--- config.mk ---
export PLATFORM = sky130hd
export DESIGN_NAME = hwpe_stream_burst_reader_flat
export DESIGN_NICKNAME = d
export VERILOG_FILES = /design/src/rtl/hwpe_stream_burst_reader_if.sv /design/src/rtl/hwpe_stream_burst_reader.sv /design/src/flat_wrapper.sv
export SDC_FILE = /design/constraint.sdc
export NUM_CORES = 1
export LEC_CHECK = 0
export ABC_AREA = 1
export CAP_MARGIN = 15
export CORE_ASPECT_RATIO = 2
export CORE_UTILIZATION = 43
export CTS_BUF_LIST = sky130_fd_sc_hd__clkbuf_16
export CTS_CLUSTER_DIAMETER = 50
export DETAILED_ROUTE_END_ITERATION = 6
export DONT_BUFFER_PORTS = 1
export SLEW_MARGIN = 0
export SYNTH_ARGS = -nofsm -noshare
export SYNTH_HDL_FRONTEND = slang
export SYNTH_SLANG_ARGS = --single-unit
--- constraint.sdc ---
create_clock -name clk_i -period 3.9 [get_ports clk_i]
set_clock_uncertainty 0.1 [all_clocks]
set_input_delay 0.78 -clock clk_i [delete_from_list [all_inputs] [get_ports clk_i]]
set_output_delay 0.78 -clock clk_i [all_outputs]
set_load 0.02 [all_outputs]
--- src/rtl/hwpe_stream_burst_reader_if.sv ---
// HWPE-Stream handshake bundle: valid/ready plus data and byte strobes.
// The producer drives valid/data/strb through the source (master) view.
// The consumer drives ready through the sink (slave) view.
interface hwpe_stream_intf_stream #(
  parameter int unsigned DATA_WIDTH = 32
);
  localparam int unsigned STRB_WIDTH = DATA_WIDTH / 8;

  logic                  valid;
  logic                  ready;
  logic [DATA_WIDTH-1:0] data;
  logic [STRB_WIDTH-1:0] strb;

  modport source (output valid, output data, output strb, input  ready);
  modport sink   (input  valid, input  data, input  strb, output ready);
  modport master (output valid, output data, output strb, input  ready);
  modport slave  (input  valid, input  data, input  strb, output ready);
endinterface

--- src/rtl/hwpe_stream_burst_reader.sv ---
// hwpe_stream_burst_reader: pops exactly len_i beats from an HWPE-Stream FIFO.
// Each beat is forwarded through a 2-entry registered skid buffer, with last_o on the final beat.
// done_o pulses one cycle after the final beat leaves out_o.
// Optional feature macro: HWPE_STREAM_BURST_READER_STRB_CHECK_EN adds a sticky strb_err_o flag.
// That flag marks a partial-strobe beat anywhere before the final beat.
module hwpe_stream_burst_reader #(
  parameter int unsigned DATA_WIDTH = 32,
  parameter int unsigned LEN_WIDTH  = 16
) (
  input  logic                   clk_i,
  input  logic                   rst_i,
  input  logic                   clear_i,
  input  logic                   start_i,
  input  logic [LEN_WIDTH-1:0]   len_i,
  output logic                   busy_o,
  output logic                   done_o,
  output logic                   last_o,
`ifdef HWPE_STREAM_BURST_READER_STRB_CHECK_EN
  output logic                   strb_err_o,
`endif
  hwpe_stream_intf_stream.sink   in_i,
  hwpe_stream_intf_stream.source out_o
);
  localparam int unsigned STRB_WIDTH = DATA_WIDTH / 8;

  typedef enum logic [1:0] {
    IDLE  = 2'd0,
    RUN   = 2'd1,
    DRAIN = 2'd2
  } state_t;

  state_t                r_state;
  logic [LEN_WIDTH-1:0]  r_len_q;
  logic [LEN_WIDTH-1:0]  r_in_cnt;
  logic [LEN_WIDTH-1:0]  r_out_cnt;
  logic [DATA_WIDTH-1:0] r_buf_data [0:1];
  logic [STRB_WIDTH-1:0] r_buf_strb [0:1];
  logic [1:0]            r_buf_cnt;
  logic                  r_done;

  logic                  w_in_ready;
  logic                  w_push;
  logic                  w_out_valid;
  logic                  w_pop;
  logic [LEN_WIDTH-1:0]  w_len_m1;
  logic                  w_last;
  logic                  w_in_final;

  // Entry 0 of the buffer is always the head, so out_o is driven straight from registers.
  // Ready never looks at in_i.valid; it only needs a free slot while running.
  assign w_in_ready  = (r_state == RUN) && (r_buf_cnt < 2'd2);
  assign w_push      = in_i.valid && w_in_ready;
  assign w_out_valid = (r_buf_cnt != 2'd0);
  assign w_pop       = w_out_valid && out_o.ready;
  assign w_len_m1    = r_len_q - LEN_WIDTH'(1);
  assign w_last      = w_out_valid && (r_out_cnt == w_len_m1);
  assign w_in_final  = (r_in_cnt == w_len_m1);

  assign in_i.ready  = w_in_ready;
  assign out_o.valid = w_out_valid;
  assign out_o.data  = r_buf_data[0];
  assign out_o.strb  = r_buf_strb[0];
  assign busy_o      = (r_state != IDLE);
  assign done_o      = r_done;
  assign last_o      = w_last;

  // Burst FSM, beat counters, skid buffer and registered done pulse.
  always_ff @(posedge clk_i) begin
    if (rst_i || clear_i) begin
      r_state       <= IDLE;
      r_len_q       <= {LEN_WIDTH{1'b0}};
      r_in_cnt      <= {LEN_WIDTH{1'b0}};
      r_out_cnt     <= {LEN_WIDTH{1'b0}};
      r_buf_data[0] <= {DATA_WIDTH{1'b0}};
      r_buf_data[1] <= {DATA_WIDTH{1'b0}};
      r_buf_strb[0] <= {STRB_WIDTH{1'b0}};
      r_buf_strb[1] <= {STRB_WIDTH{1'b0}};
      r_buf_cnt     <= 2'd0;
      r_done        <= 1'b0;
    end else begin
      r_done <= 1'b0;
      case (r_state)
        IDLE: begin
          if (start_i) begin
            r_len_q   <= len_i;
            r_in_cnt  <= {LEN_WIDTH{1'b0}};
            r_out_cnt <= {LEN_WIDTH{1'b0}};
            if (len_i != {LEN_WIDTH{1'b0}}) begin
              r_state <= RUN;
            end else begin
              r_done  <= 1'b1;
            end
          end
        end
        RUN: begin
          if (w_push && w_in_final) begin
            r_state <= DRAIN;
          end
        end
        DRAIN: begin
          if (w_pop && w_last) begin
            r_state <= IDLE;
            r_done  <= 1'b1;
          end
        end
        default: r_state <= IDLE;
      endcase

      // Counters cannot move in IDLE: there is no push there and the buffer is empty.
      // In RUN/DRAIN these updates take priority over nothing else.
      if (w_push) begin
        r_in_cnt <= r_in_cnt + LEN_WIDTH'(1);
      end
      if (w_pop) begin
        r_out_cnt <= r_out_cnt + LEN_WIDTH'(1);
      end

      case ({w_push, w_pop})
        2'b10: begin
          if (r_buf_cnt == 2'd0) begin
            r_buf_data[0] <= in_i.data;
            r_buf_strb[0] <= in_i.strb;
          end else begin
            r_buf_data[1] <= in_i.data;
            r_buf_strb[1] <= in_i.strb;
          end
          r_buf_cnt <= r_buf_cnt + 2'd1;
        end
        2'b01: begin
          r_buf_data[0] <= r_buf_data[1];
          r_buf_strb[0] <= r_buf_strb[1];
          r_buf_cnt     <= r_buf_cnt - 2'd1;
        end
        2'b11: begin
          // The count stays the same; the new beat goes in behind whatever remains.
          if (r_buf_cnt == 2'd1) begin
            r_buf_data[0] <= in_i.data;
            r_buf_strb[0] <= in_i.strb;
          end else begin
            r_buf_data[0] <= r_buf_data[1];
            r_buf_strb[0] <= r_buf_strb[1];
            r_buf_data[1] <= in_i.data;
            r_buf_strb[1] <= in_i.strb;
          end
        end
        default: begin
          r_buf_cnt <= r_buf_cnt;
        end
      endcase
    end
  end

`ifdef HWPE_STREAM_BURST_READER_STRB_CHECK_EN
  logic r_strb_err;

  assign strb_err_o = r_strb_err;

  // Sticky flag for partial strobes on any accepted beat except the burst's last one.
  always_ff @(posedge clk_i) begin
    if (rst_i || clear_i) begin
      r_strb_err <= 1'b0;
    end else if ((r_state == IDLE) && start_i) begin
      r_strb_err <= 1'b0;
    end else if (w_push && !w_in_final && (in_i.strb != {STRB_WIDTH{1'b1}})) begin
      r_strb_err <= 1'b1;
    end else begin
      r_strb_err <= r_strb_err;
    end
  end
`endif

endmodule

--- src/flat_wrapper.sv ---
// flat-port wrapper written by rule: the top's interface ports become plain ports
module hwpe_stream_burst_reader_flat 
#(
  parameter int unsigned DATA_WIDTH = 32,
  parameter int unsigned LEN_WIDTH  = 16
)
  (clk_i, rst_i, clear_i, start_i, len_i, busy_o, done_o, last_o, in_i_valid, in_i_data, in_i_strb, in_i_ready, out_o_valid, out_o_data, out_o_strb, out_o_ready);
  hwpe_stream_intf_stream #(.DATA_WIDTH(DATA_WIDTH)) in_i_i ();
  hwpe_stream_intf_stream #(.DATA_WIDTH(DATA_WIDTH)) out_o_i ();
  input  logic clk_i;
  input  logic rst_i;
  input  logic clear_i;
  input  logic start_i;
  input  logic [LEN_WIDTH-1:0] len_i;
  output logic busy_o;
  output logic done_o;
  output logic last_o;
  input wire logic [$bits(in_i_i.valid)-1:0] in_i_valid;
  input wire logic [$bits(in_i_i.data)-1:0] in_i_data;
  input wire logic [$bits(in_i_i.strb)-1:0] in_i_strb;
  output wire logic [$bits(in_i_i.ready)-1:0] in_i_ready;
  output wire logic [$bits(out_o_i.valid)-1:0] out_o_valid;
  output wire logic [$bits(out_o_i.data)-1:0] out_o_data;
  output wire logic [$bits(out_o_i.strb)-1:0] out_o_strb;
  input wire logic [$bits(out_o_i.ready)-1:0] out_o_ready;
  assign in_i_i.valid = in_i_valid;
  assign in_i_i.data = in_i_data;
  assign in_i_i.strb = in_i_strb;
  assign in_i_ready = in_i_i.ready;
  assign out_o_valid = out_o_i.valid;
  assign out_o_data = out_o_i.data;
  assign out_o_strb = out_o_i.strb;
  assign out_o_i.ready = out_o_ready;
  hwpe_stream_burst_reader #(.DATA_WIDTH(DATA_WIDTH), .LEN_WIDTH(LEN_WIDTH)) u_core (.clk_i(clk_i), .rst_i(rst_i), .clear_i(clear_i), .start_i(start_i), .len_i(len_i), .busy_o(busy_o), .done_o(done_o), .last_o(last_o), .in_i(in_i_i), .out_o(out_o_i));
endmodule
Word level (Yosys, flattened, before mapping)

Memories as Yosys holds them, arrays and structs flattened.
Index checks and enable logic that the tools add are counted.

Register bits: 53
Bits in latches: 0
RAM bits: 72
Bits in read-only memories: 0
Input port bits: 58
Output and inout port bits: 41
Word-level logic and storage cells: 106
Memories kept: 2

Memories:

| name              | words | bits a word | rd ports | clocked after memory_dff | wr ports | line                           | text |
|---|---|---|---|---|---|---|---|
| u_core.r_buf_data | 2     | 32          | 2        | 0                        | 2        | hwpe_stream_burst_reader.sv:36 | `logic [DATA_WIDTH-1:0] r_buf_data [0:1];` |
| u_core.r_buf_strb | 2     | 4           | 2        | 0                        | 2        | hwpe_stream_burst_reader.sv:37 | `logic [STRB_WIDTH-1:0] r_buf_strb [0:1];` |

Add/sub/neg operators: 5
Multiply operators: 0
Divide/modulo/power cells: 0
Magnitude comparators: 1
Eq/ne operators: 12
Shift-type cells: 0
Multiplexer cells: 47
Bitwise operators: 12
Reduce and logical (&&, ||, !) cells: 21

Operators by type and width:

| kind                    | count |
|---|---|
| $mux W32                | 6 |
| $mux W16                | 4 |
| $add A16 B1 Y16 const B | 2 |
| $eq A16 B16 Y1          | 2 |
| $mux W1                 | 24 |
| $mux W4                 | 6 |
| $reduce_bool A16 Y1     | 1 |
| $sub A16 B1 Y16 const B | 1 |
| $reduce_bool A2 Y1      | 7 |
| $or A1 B1 Y1            | 12 |
| $mux W2                 | 4 |
| $eq A2 B1 Y1 const B    | 3 |
| $eq A2 B2 Y1 const B    | 3 |
| $logic_and A1 B1 Y1     | 6 |
| $pmux W2 S3             | 1 |
| $reduce_and A2 Y1       | 3 |
| $logic_not A2 Y1        | 2 |
| $ne A2 B1 Y1 const B    | 2 |
| $ne A2 B2 Y1 const B    | 2 |
| $pmux W2 S2             | 1 |
| $reduce_and A4 Y1       | 1 |
| $add A2 B1 Y2 const B   | 1 |
| $lt A2 B2 Y1 const B    | 1 |
| $pmux W1 S2             | 1 |
| other kinds (2)         | 2 |

Depth between registers and ports, before layout

Gate-level depths: netlist of the first run.

Depth after elaboration: 11
Gate-level depth with buffers: 15
Gate-level depth less buffers: 15

Worst setup path before layout of the first run

No wires, ideal clock.

Path kind: input port to flip-flop
Start point: input port in_i_valid
End point: memory u_core.r_buf_data[1][0] (netlist: u_core.r_buf_data[0][32]) (enable)
Setup time: 0.440 ns
Arrival: 3.275 ns
Data required time: 3.360 ns
Slack: 0.086 ns
Stages: 6
Path buffers: 1
Cell sequence: nand2_1 -> inv_1 -> buf_2 -> ha_1 -> inv_1 -> o211ai_1

RTL lines:

| element     | line                           | text |
|---|---|---|
| from (decl) | flat_wrapper.sv:18             | `input wire logic [$bits(in_i_i.valid)-1:0] in_i_valid;` |
| to (decl)   | hwpe_stream_burst_reader.sv:36 |  |

Worst setup path in the final report of the first run

Start point: register u_core.r_len_q[0]
End point: output port last_o

Cells in the longest elaborated chain, start to end: 3

Ends and longest elaborated chain:

| element                | line                           | text |
|---|---|---|
| from (decl)            | hwpe_stream_burst_reader.sv:33 | `logic [LEN_WIDTH-1:0] r_len_q;` |
| from (signal assigned) | hwpe_stream_burst_reader.sv:71 | `r_len_q <= {LEN_WIDTH{1'b0}};` |
| from (signal assigned) | hwpe_stream_burst_reader.sv:85 | `r_len_q <= len_i;` |
| $sub A16 B1 Y16        | hwpe_stream_burst_reader.sv:55 | `assign w_len_m1 = r_len_q - LEN_WIDTH'(1);` |
| $eq A16 B16 Y1         | hwpe_stream_burst_reader.sv:56 | `assign w_last = w_out_valid && (r_out_cnt == w_len_m1);` |
| $logic_and A1 B1 Y1    | hwpe_stream_burst_reader.sv:56 |  |
| to (decl)              | flat_wrapper.sv:17             | `output logic last_o;` |

No other way between the ends.

==> reports/metrics.yaml, run 1 <==
global_route:
  grt_antenna_before_repair: 1
  grt_pass1_vias: 5553
  grt_max_degree: 69
  gr-total-overflow: 0
  grt_pass1_wl_mm: 28.2
  grt_util_all_layers_pct: 22.4
layout:
  fillers: 1583
  nets: 913
  postLayoutCellArea_mm2: 0.00751
  layout-area-overhead-vs-synth_pct: 7.80
  drive_above_1_share_pct: 9.08
  final_core_util_pct: 47.6
power:
  ir_worst_vdd_mv: 0.290
  powerDensity_mw_per_mm2: 445
  p_leak_nw: 3.04
  power.total_mw: 3.34
synthesis:
  synth_top_family_by_area: "simple AND/OR/NAND/NOR gates"
  synth_seq_cells: 125
  synthCells: 880
  synth-simple-area-share_pct: 23.0
  synth_cell_types: 42
  async_flop_share_pct: 0
  yosys_most_used_dff: "edfxtp_1"
  synth_area_leaders: "edfxtp_1 (31%), dfxtp_1 (15%), nand2_1 (7.2%)"
  synth_top_area_share_pct: 31.0
  yosysSeqAreaShare_pct: 46.3
  synthTopCellsByCount: "nand2_1 (134), inv_1 (106), nor2_1 (105), o21ai_0 (95), edfxtp_1 (72)"
  synth_fa_ha_area_share_pct: 1.44
  synth_xor_area_share_pct: 2.16
  synth_compound_area_share_pct: 15.6
  yosysMostFrequentCell: "nand2_1"
  synth_area_per_cell_um2: 7.91
  synth_edf_count: 72
  syn_nets: 946
  yosysTopAreaCell: "edfxtp_1"
  synth_mux_area_share_pct: 0
  netlist_area_mm2: 0.00696
  yosys_warnings: 0
critical_path:
  cp-end-kind: "primary output"
  timing.rr.end: "u_core.r_buf_data[0][11]"
  worst_ep_arrival_time_ns: 2.54
  rr_worst_depth: 6
  startpoint_type: "flop"
  critPathMaxFanout: 7
  cp.required_ns: 3.02
  r2r_slack_ns: 0.80
  regToRegStartpoint: "u_core.r_state[0]"
  criticalPathCategory: "reg2out"
floorplanning:
  rows: 65
  initial_core_util_pct: 44.1
  dieArea_mm2: 0.0167
  fp.dieH_um: 182
  die_w_um: 92.0
  core-area_mm2: 0.0158
  io_pins: 99
timing:
  min_period_over_period_pct: 87.7
  rsz0062_at_grt: "no"
  worst_slack_ns: 0.480
  slew_viol_final: 0
  setup_viol: 0
  hold_viol_final: 0
  worst_pin_slew_ns: 0.937
  clock.fmax_ghz: 0.292
  max_slew_margin_pct: 37.4
  min_period_ns: 3.42
  finalSetupTns_ns: 0
clock_tree:
  postCtsSetupBuffers: 0
  clkSlewWorstSetupHoldPaths_ns: 0.05
  cts_resized: 0
  clock-sinks: 125
  clkLatencyLatePin_ns: 0.42
  cts_tree: "built"
  cts_buffer_depth: 2
  hold_buffers: 0
  htreeDepth: 4
  cts_root_buffer: "clkbuf_16"
  cts_buffers: 17
place:
  placed_cell_area_mm2: 0.00695
  gp_congestion: 0.939
  dp_slack_ns: 0.739
  port_buffers: 0
  hpwlAfterDp_mm: 13.5
flow_run:
  drv_cap: 0
routing:
  via_per_inst: 5.36
  drtIter0Drc: 203
  post_drt_wl_per_cell_um: 16.8
  first_pass_iters: 4
  vias: 5687
  route.detailed.drc: 0
  antenna_left: 0
  drt_wl_total_mm: 17.8
hold_path:
  holdCritStartpoint: "u_core.r_out_cnt[15]"
  hold_class: "reg2reg"
  whs_path_depth: 2
  hold_end: "u_core.r_out_cnt[15]"
outcome:
  status: "finished clean"
[state kept, by name (all words and copies together), names as in the netlist]
signal             count
u_core.r_len_q        16
u_core.done_o          1
u_core.r_in_cnt       16
u_core.r_buf_strb      8
u_core.r_buf_data     64
u_core.r_out_cnt      16
u_core.r_buf_cnt       2
u_core.r_state         2
[power breakdown]
part | switching [mW] | internal (mW)
Combinational | 0.238 | 0.0966
Clock | 0.580 | 0.923
Sequential | 0.0510 | 1.45
[worst max-delay path: stages, from the launching register on]
cell	delay [ns]
dfxtp_1	0.32
inv_2	0.12
ha_1	0.24
nand2_1	0.10
nor2_1	0.27
nand3_1	0.15
nand3_1	0.10
nand2_1	0.06
inv_1	0.05
nand2_1	0.09
nor2_1	0.11
nand2_1	0.07
nor4_1	0.22
buf_4	0.20
[worst max-delay path by stage]
| stage | end | cells after the start | startpoint | slack (ns) |
|---|---|---|---|---|
| finish | last_o | 13 | u_core.r_len_q[0] | 0.48 |
| detailed placement | u_core.r_buf_data[0][6] | 6 | u_core.r_state[0] | 0.74 |
| CTS | last_o | 11 | u_core.r_len_q[0] | 0.44 |
| global placement | u_core.r_buf_data[0][4] | 6 | u_core.r_state[0] | 0.77 |
| global route | last_o | 13 | u_core.r_len_q[0] | 0.22 |
| floorplan | u_core.r_buf_data[0][32] | 6 | in_i_valid | 0.09 |
[through the flow]
step	hold slack (ns)	instances
floorplan	0.353	880
finish	0.389	1061
global route	0.404	1061
CTS	0.387	1060
global placement	0.372	1029
detailed placement	0.377	1029
[kinds of logic (layout without fill, tap and decap cells)]
family                   Yosys count  after routing
AO/OA/AOI/OAI                    201            201
XOR/XNOR                          14             14
adder cells (fa/ha/maj)            8              8
buffers and inverters            176            155
flip-flops                       125            125
other                              0              1
AND/OR/NAND/NOR                  356            356
[cell type report]
class,instances,area [um2],share of cell area (%)
inverters,110,413,5.50
well taps,201,251,3.35
clock inverters,14,130,1.73
multi-input cells,579,2960,39.4
repair buffers,14,105,1.40
clock buffers,17,425,5.67
flip-flops and latches,125,3220,42.9
diodes,1,2.50,0.0333
[layout by cell type, fill, tap and decap left out, types with 5 or more instances in the layout]
cell type / count
a21oi_1: 66
clkbuf_16: 17
ha_1: 8
o21ai_0: 95
a211oi_1: 10
nand3_1: 57
inv_1: 107
nor2_2: 9
o22ai_1: 6
edfxtp_1: 72
nor2_1: 103
dfxtp_1: 53
a22oi_1: 5
o21ai_1: 7
buf_4: 14
nand4_1: 11
a311oi_1: 5
xor2_1: 11
nor3_1: 10
nand2_1: 134
nand2_2: 9
[layer usage]
| layer | GRT usage, % | vias to the layer above | part of all wire (%) |
|---|---|---|---|
| met2 | 41.8 | 158 | 56 |
| met4 | 18.2 | 0 | 6.9 |
| met3 | 4.15 | 62 | 3.1 |
| met5 | 0 | - | 0 |
| li1 | - | 2856 | - |
| met1 | 20.5 | 2611 | 34 |
Power figures use the tool's default switching activity.
==> run 2: changes to the inputs <==
REMOVE_ABC_BUFFERS = 1   (was default)
==> reports/metrics.yaml, run 2 (synthesis results as in run 1) <==
outcome:
  status: "finished clean"  # unchanged
clock_tree:
  cts_tree: "built"  # unchanged
  cts_buffer_depth: 2  # unchanged
  hold_buffers: 0  # unchanged
  cts_buffers: 17  # unchanged
  clkSlewWorstSetupHoldPaths_ns: 0.05  # about the same
  htreeDepth: 4  # unchanged
  cts_resized: 0  # unchanged
  clkLatencyLatePin_ns: 0.42  # about the same
  cts_root_buffer: "clkbuf_16"  # unchanged
  clock-sinks: 125  # unchanged
  postCtsSetupBuffers: 0  # unchanged
critical_path:
  regToRegStartpoint: "u_core.r_buf_cnt[1]"  # was u_core.r_state[0]
  startpoint_type: "flop"  # unchanged
  startpoint: "u_core.r_buf_cnt[1]"  # was u_core.r_len_q[0]
  cp.required_ns: 3.02  # about the same
  criticalPathCategory: "reg2out"  # unchanged
  cp-end-kind: "primary output"  # unchanged
  worst_ep_arrival_time_ns: 2.59  # was 2.54 ns
  critPathMaxFanout: 4  # was 7
layout:
  antennaDiodeCount: 0  # was 1
  largest_reg_flops: 64  # unchanged
  instances_no_fill: 1058  # was 1061
  nets: 910  # was 913
  layout_commonest_cell: "nand2_1"  # unchanged
  layout-area-overhead-vs-synth_pct: 7.65  # was 7.80%
  largest-register: "u_core.r_buf_data"  # unchanged
  drive_above_1_share_pct: 8.87  # was 9.08%
  final_cell_mix: "nand2_1 (134), inv_1 (108), nor2_1 (103)"  # was nand2_1 (134), inv_1 (107), nor2_1 (103)
routing:
  drtIter0Drc: 192  # was 203
  post_drt_wl_per_cell_um: 17.1  # was 16.8 um
  first_pass_iters: 4  # unchanged
  vias: 5759  # was 5687
  via_per_inst: 5.44  # was 5.36
  route.detailed.drc: 0  # unchanged
  drt_wl_total_mm: 18.0  # was 17.8 mm
  antenna_left: 0  # unchanged
place:
  dp.cells: 1026  # was 1029
  hpwlAfterDp_mm: 13.8  # was 13.5 mm
  gp_congestion: 1.03  # was 0.939
  dp_slack_ns: 0.585  # was 0.739 ns
  port_buffers: 0  # unchanged
floorplanning:
  core-area_mm2: 0.0158  # unchanged
  die_w_um: 92.0  # unchanged
  dieArea_mm2: 0.0167  # unchanged
  fp.dieH_um: 182  # unchanged
  io_pins: 99  # unchanged
  rows: 65  # unchanged
  initial_core_util_pct: 44.1  # unchanged
timing:
  hold_viol_final: 0  # unchanged
  worst_pin_slew_ns: 0.901  # was 0.937 ns
  max_slew_margin_pct: 39.9  # was 37.4%
  slew_viol_final: 0  # unchanged
  min_period_over_period_pct: 88.9  # was 87.7%
  rsz0062_at_grt: "no"  # unchanged
  worst_slack_ns: 0.433  # was 0.480 ns
  holdWs_ns: 0.380  # was 0.389 ns
  min_period_ns: 3.47  # was 3.42 ns
  finalSetupTns_ns: 0  # unchanged
  setup_viol: 0  # unchanged
  clock.fmax_ghz: 0.288  # was 0.292 GHz
global_route:
  gr-total-overflow: 0  # unchanged
  grt_antenna_before_repair: 0  # was 1
  grt_pass1_vias: 5739  # was 5553
  grt_pass1_wl_mm: 28.8  # was 28.2 mm
  grt_max_degree: 69  # unchanged
  grt_util_all_layers_pct: 22.5  # was 22.4%
hold_path:
  holdCritStartpoint: "u_core.r_in_cnt[15]"  # was u_core.r_out_cnt[15]
  hold_class: "reg2reg"  # unchanged
flow_run:
  drv_cap: 0  # unchanged
power:
  powerDensity_mw_per_mm2: 447  # was 445 mW/mm2
  power.total_mw: 3.35  # was 3.34 mW
  p_leak_nw: 3.03  # was 3.04 nW
  ir_worst_vdd_mv: 0.295  # was 0.290 mV
==> run 2: metrics by stage <==
step	instance area [um2]	util (%)
finish	7500	47.5
detailed placement	6940	44.0
CTS	7500	47.5
floorplan	6580	-
global placement	6940	44.0
global route	7500	47.5
==> run 2: area by class of cell <==
| cell class | count | area, um2 |
|---|---|---|
| inverters | 110 | 413 |
| well taps | 201 | 251 |
| multi-input cells | 579 | 2960 |
| clock inverters | 15 | 133 |
| fillers | 1589 | 8280 |
| repair buffers | 11 | 95.1 |
| flip-flops and latches | 125 | 3220 |
| clock buffers | 17 | 425 |
==> run 2: routing by layer <==
| layer | GRT usage, % | vias to the layer above | wire, um |
|---|---|---|---|
| li1 | - | 2859 | - |
| met1 | 21.1 | 2675 | 6230 |
| met2 | 42.7 | 172 | 10100 |
| met3 | 4.15 | 53 | 673 |
| met4 | 15.5 | 0 | 1020 |
| met5 | 0 | - | 0 |
==> run 2: critical path, cell delays in order, from the launching register on <==
cell     delay (ns)
dfxtp_1        0.39
inv_1          0.10
ha_1           0.20
inv_1          0.24
o21ai_0        0.14
nor2_1         0.19
nand3_1        0.10
nor2_1         0.20
nand2_1        0.09
nor2_1         0.08
nand2_1        0.07
nor4_1         0.19
buf_4          0.19
==> run 2: final timing paths <==
check | endpoint | slack (ns) | cells after the start
worst max-delay path | last_o | 0.43 | 12
worst min-delay path | u_core.r_in_cnt[15] | 0.38 | 2
worst max register to register | u_core.r_buf_data[0][24] | 0.74 | 8
worst min register to register | u_core.r_in_cnt[15] | 0.38 | 2
==> run 2: power by group <==
group	switching (mW)	total (mW)	internal, mW
Clock	0.586	1.51	0.925
Combinational	0.247	0.342	0.0950
Sequential	0.0520	1.50	1.45
Total	0.885	3.35	2.47
